==> src/rtl/hazard_pkg.sv <==
// Shared widths, forwarding select codes, the per-stage hazard record and
// the small compare helpers used by the hazard controller.
package hazard_pkg;

  localparam int AW = 5;
  localparam int TW = 2;

  localparam logic [AW-1:0] EPC_ADDR = AW'(14);

  localparam logic [1:0] FWD_GRF = 2'd0;
  localparam logic [1:0] FWD_W   = 2'd1;
  localparam logic [1:0] FWD_M   = 2'd2;
  localparam logic [1:0] FWD_E   = 2'd3;

  typedef struct packed {
    logic [AW-1:0] wa;
    logic [TW-1:0] tnew;
    logic [AW-1:0] c0_wa;
  } stage_rec_t;

  // How a stage register treats Tnew as the record moves into it.
  typedef enum logic [1:0] {
    TNEW_HOLD = 2'd0,
    TNEW_DEC  = 2'd1,
    TNEW_ZERO = 2'd2
  } tnew_mode_e;

  function automatic logic [TW-1:0] tnew_sat_dec(input logic [TW-1:0] t);
    return (t == '0) ? '0 : t - TW'(1);
  endfunction

  // A consumer must wait while its producer needs more cycles than it can spare.
  function automatic logic data_hazard(input logic [AW-1:0] r,
                                       input logic [TW-1:0] tuse,
                                       input logic [AW-1:0] x_wa,
                                       input logic [TW-1:0] x_tnew);
    return (r != '0) && (r == x_wa) && (tuse < x_tnew);
  endfunction

  function automatic logic [1:0] fwd_sel_id(input logic [AW-1:0] r,
                                            input logic [AW-1:0] e_wa,
                                            input logic [TW-1:0] e_tnew,
                                            input logic [AW-1:0] m_wa,
                                            input logic [TW-1:0] m_tnew,
                                            input logic [AW-1:0] w_wa);
    if (r == '0)                          return FWD_GRF;
    if ((e_wa == r) && (e_tnew == '0))    return FWD_E;
    if ((m_wa == r) && (m_tnew == '0))    return FWD_M;
    if (w_wa == r)                        return FWD_W;
    return FWD_GRF;
  endfunction

  function automatic logic [1:0] fwd_sel_e(input logic [AW-1:0] r,
                                           input logic [AW-1:0] m_wa,
                                           input logic [TW-1:0] m_tnew,
                                           input logic [AW-1:0] w_wa);
    if (r == '0)                          return FWD_GRF;
    if ((m_wa == r) && (m_tnew == '0))    return FWD_M;
    if (w_wa == r)                        return FWD_W;
    return FWD_GRF;
  endfunction

endpackage

==> src/rtl/hazard_ctrl_stage_reg.sv <==
// One pipeline hazard record register: clear, bubble or load, with Tnew
// held, aged by one (saturating) or zeroed on the way in.
module hz_stage_reg
  import hazard_pkg::*;
#(
  parameter tnew_mode_e MODE = TNEW_HOLD
) (
  input  logic       clk,
  input  logic       reset,
  input  logic       i_clr,
  input  logic       i_bubble,
  input  logic       i_load,
  input  stage_rec_t i_rec,
  output stage_rec_t o_rec
);

  stage_rec_t r_rec;
  stage_rec_t w_next;

  always_comb begin
    w_next = i_rec;
    case (MODE)
      TNEW_DEC:  w_next.tnew = tnew_sat_dec(i_rec.tnew);
      TNEW_ZERO: w_next.tnew = '0;
      default:   w_next.tnew = i_rec.tnew;
    endcase
  end

  // Clear wins over bubble, bubble wins over load.
  always_ff @(posedge clk) begin
    if (reset || i_clr) begin
      r_rec <= '0;
    end else if (i_bubble) begin
      r_rec <= '0;
    end else if (i_load) begin
      r_rec <= w_next;
    end
  end

  assign o_rec = r_rec;

endmodule

==> src/rtl/hazard_ctrl.sv <==
// Pipeline hazard controller: tracks E/M/W producer records and derives the
// ID stall, E bubble and all forwarding selects of the 5-stage pipeline.
module hazard_ctrl
  import hazard_pkg::*;
(
  input  logic          clk,
  input  logic          reset,
  input  logic [AW-1:0] RA1_ID,
  input  logic [AW-1:0] RA2_ID,
  input  logic [AW-1:0] WA_ID,
  input  logic [TW-1:0] Tuse_RA1,
  input  logic [TW-1:0] Tuse_RA2,
  input  logic [TW-1:0] Tnew_ID,
  input  logic [AW-1:0] c0_WA_ID,
  input  logic          eret_ID,
  input  logic          md_ID,
  input  logic          md_start_E,
  input  logic          md_busy,
  input  logic          flush,
  output logic          stall,
  output logic          bubble_E,
  output logic [1:0]    fwd_RA1_ID,
  output logic [1:0]    fwd_RA2_ID,
  output logic [1:0]    fwd_RA1_E,
  output logic [1:0]    fwd_RA2_E,
  output logic          fwd_RA2_M
);

  stage_rec_t    w_rec_id;
  stage_rec_t    w_rec_e;
  stage_rec_t    w_rec_m;
  stage_rec_t    w_rec_w;
  logic [AW-1:0] r_ra1_e;
  logic [AW-1:0] r_ra2_e;
  logic [AW-1:0] r_ra2_m;
  logic          w_stall_data;
  logic          w_stall_md;
  logic          w_stall_cp0;
  logic          w_stall;
  logic          w_unused_w;

  assign w_rec_id = '{wa: WA_ID, tnew: Tnew_ID, c0_wa: c0_WA_ID};

  hz_stage_reg #(.MODE(TNEW_HOLD)) u_stage_e (
    .clk      (clk),
    .reset    (reset),
    .i_clr    (flush),
    .i_bubble (w_stall),
    .i_load   (1'b1),
    .i_rec    (w_rec_id),
    .o_rec    (w_rec_e)
  );

  hz_stage_reg #(.MODE(TNEW_DEC)) u_stage_m (
    .clk      (clk),
    .reset    (reset),
    .i_clr    (flush),
    .i_bubble (1'b0),
    .i_load   (1'b1),
    .i_rec    (w_rec_e),
    .o_rec    (w_rec_m)
  );

  hz_stage_reg #(.MODE(TNEW_ZERO)) u_stage_w (
    .clk      (clk),
    .reset    (reset),
    .i_clr    (flush),
    .i_bubble (1'b0),
    .i_load   (1'b1),
    .i_rec    (w_rec_m),
    .o_rec    (w_rec_w)
  );

  // W keeps the full record for uniformity; only its WA is ever compared.
  assign w_unused_w = ^{w_rec_w.tnew, w_rec_w.c0_wa};

  // Source addresses ride alongside the records for E and M forwarding.
  always_ff @(posedge clk) begin
    if (reset || flush) begin
      r_ra1_e <= '0;
      r_ra2_e <= '0;
      r_ra2_m <= '0;
    end else begin
      r_ra2_m <= r_ra2_e;
      if (w_stall) begin
        r_ra1_e <= '0;
        r_ra2_e <= '0;
      end else begin
        r_ra1_e <= RA1_ID;
        r_ra2_e <= RA2_ID;
      end
    end
  end

  always_comb begin
    w_stall_data = data_hazard(RA1_ID, Tuse_RA1, w_rec_e.wa, w_rec_e.tnew)
                 | data_hazard(RA2_ID, Tuse_RA2, w_rec_e.wa, w_rec_e.tnew)
                 | data_hazard(RA1_ID, Tuse_RA1, w_rec_m.wa, w_rec_m.tnew)
                 | data_hazard(RA2_ID, Tuse_RA2, w_rec_m.wa, w_rec_m.tnew);
    w_stall_md   = md_ID & (md_busy | md_start_E);
    w_stall_cp0  = eret_ID & ((w_rec_e.c0_wa == EPC_ADDR) | (w_rec_m.c0_wa == EPC_ADDR));
    w_stall      = w_stall_data | w_stall_md | w_stall_cp0;
  end

  assign stall    = w_stall;
  assign bubble_E = w_stall;

  assign fwd_RA1_ID = fwd_sel_id(RA1_ID, w_rec_e.wa, w_rec_e.tnew,
                                 w_rec_m.wa, w_rec_m.tnew, w_rec_w.wa);
  assign fwd_RA2_ID = fwd_sel_id(RA2_ID, w_rec_e.wa, w_rec_e.tnew,
                                 w_rec_m.wa, w_rec_m.tnew, w_rec_w.wa);
  assign fwd_RA1_E  = fwd_sel_e(r_ra1_e, w_rec_m.wa, w_rec_m.tnew, w_rec_w.wa);
  assign fwd_RA2_E  = fwd_sel_e(r_ra2_e, w_rec_m.wa, w_rec_m.tnew, w_rec_w.wa);
  assign fwd_RA2_M  = (r_ra2_m != '0) && (r_ra2_m == w_rec_w.wa);

endmodule
==> config.mk <==
export PLATFORM = sky130hd
export DESIGN_NAME = hazard_ctrl
export DESIGN_NICKNAME = d
export VERILOG_FILES = /design/src/rtl/hazard_pkg.sv /design/src/rtl/hazard_ctrl_stage_reg.sv /design/src/rtl/hazard_ctrl.sv
export SDC_FILE = /design/constraint.sdc
export NUM_CORES = 1
export LEC_CHECK = 0
export ABC_AREA = 1
export ABC_CLOCK_PERIOD_IN_PS = 2670
export CAP_MARGIN = 20
export CORE_MARGIN = 5
export CORE_UTILIZATION = 52
export CTS_CLUSTER_DIAMETER = 100
export CTS_CLUSTER_SIZE = 12
export DETAILED_ROUTE_END_ITERATION = 16
export PLACE_DENSITY = 0.77
export RECOVER_POWER = 100
export SLEW_MARGIN = 40
export SYNTH_ARGS = -nofsm -noshare
export SYNTH_HDL_FRONTEND = slang
export SYNTH_SLANG_ARGS = --single-unit
==> constraint.sdc <==
create_clock -name clk -period 2.67 [get_ports clk]
set_clock_uncertainty 0.15 [all_clocks]
set_input_delay 0.267 -clock clk [delete_from_list [all_inputs] [get_ports clk]]
set_output_delay 0.267 -clock clk [all_outputs]
set_load 0.01 [all_outputs]
# Word-level counts from Yosys, hierarchy flattened

Index checks and enable logic that the tools add are counted.

Flip-flop bits (word level): 44
Bits in latches: 0
Memory bits (writable): 0
Bits in read-only memories: 0
Input port bits: 33
Output and inout bits: 11
Logic and storage cells: 128
Memories: 0

Add/sub/neg operators: 1
$mul: 0
Div/mod/pow operators: 0
Magnitude comparators: 4
Equality and inequality tests: 17
Shift operators: 0
Multiplexer cells: 60
Bitwise logic cells: 9
Reduce and logical (&&, ||, !) cells: 27

Operator list:

| kind                                                                  | count |
|---|---|
| 5-bit equality test                                                   | 15 |
| 2-bit two-way mux                                                     | 28 |
| 1-bit two-way mux                                                     | 32 |
| 5-bit logical NOT                                                     | 4 |
| 1-bit logical AND                                                     | 15 |
| 5-bit nonzero test                                                    | 3 |
| 5-bit by 4-bit equality test with 1-bit output, second input constant | 2 |
| 2-bit < comparator                                                    | 4 |
| 1-bit bitwise OR                                                      | 7 |
| 2-bit logical NOT                                                     | 2 |
| 2-bit OR reduction                                                    | 2 |
| 1-bit bitwise AND                                                     | 2 |
| 2-bit by 1-bit subtractor with 2-bit output, second input constant    | 1 |
| 1-bit logical OR                                                      | 1 |

# Logic depth before layout (Yosys ltp)

Word-level depth: 13
Depth in mapped cells: 11
Mapped depth without buffers: 9

# By module

A second synthesis with hierarchy kept.

Cell total of the unflattened synthesis: 463
Area total of the unflattened synthesis: 2,990.4 µm²

By module, submodules not included:

| module                    | times used | cells an instance | area an instance (µm²) | sequential area each (µm²) |
|---|---|---|---|---|
| hazard_ctrl               | 1          | 239               | 1,485.2                | 300.3 |
| hz_stage_reg at u_stage_e | 1          | 90                | 545.5                  | 240.2 |
| hz_stage_reg at u_stage_m | 1          | 56                | 491.7                  | 240.2 |
| hz_stage_reg at u_stage_w | 1          | 78                | 467.9                  | 200.2 |

# Least setup slack after synthesis

Ideal clock, no wire load.

Path type: register to output
Start point: register u_stage_m.r_rec (netlist bit u_stage_m.o_rec[6])
End point: output port stall
Arrival: 1,268 ps
Data required time: 2,253 ps
Slack: 985 ps
Stages on the path, launching flop included: 9
Buffers on the path: 1
Path through: dfxtp_1 > inv_1 > ha_1 > a21oi_1 > nand4_1 > nand2_1 > nand2_2 > nand3_1 > buf_4

Word-level cells in the longest chain between the ends: 6
Elaborated cells on any way between the ends: 8
Those cells by class: 2 x order compare; 4 x bitwise; 2 x reduce/logical

RTL lines:

| what                            | RTL line                    | text |
|---|---|---|
| start: declaration              | hazard_ctrl_stage_reg.sv:17 | `stage_rec_t r_rec;` |
| start signal: assignment        | hazard_ctrl_stage_reg.sv:36 | `r_rec <= w_next;` |
| 2-bit < comparator              | hazard_pkg.sv:37            | `return (r != '0) && (r == x_wa) && (tuse < x_tnew);` |
| 1-bit logical AND               | hazard_pkg.sv:37            |  |
| 1-bit bitwise OR                | hazard_ctrl.sv:98           | `\| data_hazard(RA1_ID, Tuse_RA1, w_rec_m.wa, w_rec_m.tnew)` |
| 1-bit bitwise OR *              | hazard_ctrl.sv:99           | `\| data_hazard(RA2_ID, Tuse_RA2, w_rec_m.wa, w_rec_m.tnew);` |
| 1-bit bitwise OR * (2 in a row) | hazard_ctrl.sv:102          | `w_stall = w_stall_data \| w_stall_md \| w_stall_cp0;` |
| end: declaration                | hazard_ctrl.sv:20           | `output logic stall,` |

Every way passes the cells marked *; elsewhere a longest branch is shown, timed or not.

# Worst setup path after layout

Start point: input port RA2_ID[3]
End point: output port fwd_RA2_ID[1]

Word-level cells in the longest chain between the ends: 9
Elaborated cells on any way between the ends: 23
Those cells by class: 3 x eq/ne; 17 x mux; 3 x reduce/logical

RTL lines:

| what                                                          | RTL line                           | text |
|---|---|---|
| start: declaration                                            | hazard_ctrl.sv:9                   | `input logic [AW-1:0] RA2_ID,` |
| 5-bit equality test, on equally long branches                 | hazard_pkg.sv:49, hazard_pkg.sv:47 |  |
| 1-bit two-way mux / 1-bit logical AND (equally long branches) | hazard_pkg.sv:49, hazard_pkg.sv:47 |  |
| 1-bit two-way mux / 2-bit two-way mux (equally long branches) | hazard_pkg.sv:49, hazard_pkg.sv:47 |  |
| 1-bit two-way mux / 2-bit two-way mux (equally long branches) | hazard_pkg.sv:48                   | `if ((m_wa == r) && (m_tnew == '0)) return FWD_M;` |
| 1-bit two-way mux / 2-bit two-way mux (equally long branches) | hazard_pkg.sv:47, hazard_pkg.sv:49 |  |
| 2-bit two-way mux                                             | hazard_pkg.sv:50                   | `return FWD_GRF;` |
| 2-bit two-way mux                                             | hazard_pkg.sv:49                   | `if (w_wa == r) return FWD_W;` |
| 2-bit two-way mux                                             | hazard_pkg.sv:48                   |  |
| 2-bit two-way mux *                                           | hazard_pkg.sv:47                   | `if ((e_wa == r) && (e_tnew == '0)) return FWD_E;` |
| end: declaration                                              | hazard_ctrl.sv:23                  | `output logic [1:0] fwd_RA2_ID,` |

Every way passes the cells marked *; elsewhere a longest branch is shown, timed or not. The select of a mux whose other input is x is not followed.

==> impl_metrics.ini <==
[grt]
grt_use_met2_pct = 32.62
antenna_found_initial = 0
grt_max_degree = 23
busiest_layer = met2
grt_pass1_wl_mm = 8.694
grt_pass1_vias = 2062
grtUsageTotal_pct = 18.20
use_met1_pct = 19.50
grt.overflow.total = 0
use_met3_pct = 4.965

[place]
detailed_place_hpwl_mm = 4.173
globalplace.congestion = 0.8968
port_buffers = 43
dp.cells = 404

[power]
power_frac_clock_pct = 36.7
ir_drop_v = 0.0003066
p_comb_share_pct = 15.1
switching_share_pct = 25.25
switching_power_w = 0.0003586
power.internal_w = 0.001062
total_power_w = 0.001420
power_density_mw_per_mm2 = 501.2
p_leak_nw = 1.326
p_seq_share_pct = 48.2

[cells_and_area]
insertedDiodeCount = 0
n_fill_cell = 385
finalNetCount = 397
multiInputGateArea_mm2 = 0.001109
regArea_um2 = 882.1
stdcell_count = 412
syn2layout_area_growth_pct = 24.45
drive_gt1_share_pct = 5.556

[worst_setup_path]
crit_type = primary input to output pin
critPathMaxStageDelay_ps = 570
critPathLaunchType = primary input
r2r-start = u_stage_m.o_rec[8]
r2r_slack_ps = 240
crit_required_ps = 2250
path_cells = clkdlybuf4s50_1 > inv_1 > nand2_1 > nand2_1 > nor2_1 > nand4_1 > a21oi_1 > clkdlybuf4s50_1
path_buf_inv = 3
crit_arrival_ps = 2200
cp-startpoint = RA2_ID[3]
crit_slowest_cell = clkdlybuf4s50_1
crit_path_end_kind = output pin
crit_family = buffers and inverters
crit_fanout = 4

[synthesis]
avgSynthCellArea_um2 = 7.139
synth_cells = 319
synth_nets = 357
ys_seq_elements = 44
ys_seq_area_share_pct = 38.68
ys_warn_count = 0
synth_cell_type_count = 30
synthesis.area_mm2 = 0.002277

[clock_tree]
cts_hold_buf = 0
cts-buffers-inserted = 5
root_buffer = clkbuf_8
cts_post_setup_buffers_inserted = 0
cts_tree = yes
clk_pin_slew_ps = 80
cts.sinks = 44
ctsHtreeMaxLevel = 2
clockBufferDepth = 2
insertion_delay_ps = 300

[status]
status = finished clean

[timing]
max_freq_mhz = 381.5
worstMarginPinSlew_ps = 1049
slew_violations = 0
maxSlewHeadroom_pct = 29.87
fin_crit_sh_pct = 98.17
setup_viol = 0
period_needed_ps = 2621
whs_ps = 208.2
hold_violations = 0

[routing]
drtIter0Drc = 158
vias = 2113
viasPerCell = 5.129
drt-total-wl_mm = 5.471
ant_nets = 0
first_pass_iters = 4
drc = 0
wl_per_cell_um = 13.28

[floorplan]
io_pins = 44
chipHeight_um = 76.18
core_mm2 = 0.004294
die_x_um = 76.18
initial_utilization_pct = 53.03
die_area_mm2 = 0.005803
num_rows = 24

[min_path]
worstHoldStart = RA1_ID[3]
min_path_type = primary input to flip-flop

[job]
max_cap_violations = 0
==> layout by cell type (no fill, tap or decap), types with 2 or more instances in the layout <==
cell and n:
nor2_1 60, inv_1 57, nand2_1 49, dfxtp_1 43, clkdlybuf4s50_1 34, xor2_1 17
nand4_1 15, xnor2_1 11, a21oi_1 11, nand3_1 8, nor3_1 7, o22ai_1 5
ha_1 5, clkbuf_8 5, dlygate4sd3_1 5, a221oi_1 3, or2_2 3, dlymetal6s2s_1 3
a21oi_2 2, nor2_2 2
==> path summary, 6_finish.rpt <==
| kind | endpoint | cells after the start |
|---|---|---|
| worst min register to register | u_stage_m.o_rec[1] | 2 |
| worst min-delay path | r_ra1_e[3] | 3 |
| worst max-delay path | fwd_RA2_ID[1] | 8 |
| worst max register to register | r_ra2_e[0] | 7 |
==> final cells by class <==
cell class | instances | share of cell area [%]
Sequential cell | 44 | 31.13
Timing Repair Buffer | 44 | 15.72
Multi-Input combinational cell | 206 | 39.12
Clock buffer | 5 | 2.428
Tap cell | 52 | 2.296
Inverter | 58 | 7.682
Clock inverter | 3 | 1.634
==> cell usage after synthesis, drive strengths merged <==
library cell,instances,area share [%]
nor2,62,10
inv,58,9.6
nand2,50,8.5
dfxtp,44,39
xor2,17,6.5
nand4,15,4.8
a21oi,13,3.0
xnor2,11,4.2
nand3,8,1.8
clkbuf,7,1.2
nor3,7,1.5
ha,5,2.7
o22ai,5,1.4
buf,4,1.5
a221oi,3,1.2
or2,3,0.82
nor4,2,0.55
a211oi,1,0.33
a31oi,1,0.27
and3,1,0.27
o21a,1,0.33
o41ai,1,0.38
==> routing by layer <==
metal / routed length, um / vias to the layer above
li1: - / 1070
met1: 2205 / 950
met2: 2737 / 74
met3: 334 / 19
met4: 193 / 0
met5: 0 / -
==> metrics by stage <==
step	area [um^2]	TNS, ps	utilization (%)	worst slack [ps]
finish	2834	0	66.00	48.90
global route	2834	-9.402	66.00	-9.402
CTS	2836	0	66.05	1.934
detailed placement	2718	-1.487	63.29	-1.487
global placement	2718	0	63.29	60.74
floorplan	2277	0	-	984.8
==> cells by family (layout without fill, tap and decap cells) <==
logic type	Yosys count	count (layout)	synth area share (%)
simple gates	148	148	28.63
buf+inv	69	110	12.31
flops	44	44	38.68
xor+xnor	28	28	10.77
compound gates	25	25	6.869
fa+ha+maj	5	5	2.747
==> repair_timing <==
action / in CTS / in global routing
cloned: 0 / 0
resized for setup: 1 / 7
endpoints found under the setup margin: 2 / 3
==> power by group through the flow <==
stage	Combinational [W]	Clock [W]	Sequential [W]
2_1_floorplan	0.000120	0	0.000695
3_3_place_gp	0.000213	0	0.000699
5_1_grt	0.000236	0.000558	0.000686
3_5_place_dp	0.000217	0	0.000700
4_1_cts	0.000219	0.000528	0.000684
6_report	0.000214	0.000521	0.000685
==> tightest hold or removal path, stage by stage <==
cell	delay [ps]
dlymetal6s2s_1	180
inv_1	120
nor2_1	50
==> sequential cells by signal, summed over array words and instances, names as in the netlist <==
register	cells
u_stage_e.o_rec	12
u_stage_m.o_rec	12
r_ra1_e	5
r_ra2_e	5
r_ra2_m	5
u_stage_w.o_rec	5
Power figures use the tool's default switching activity.
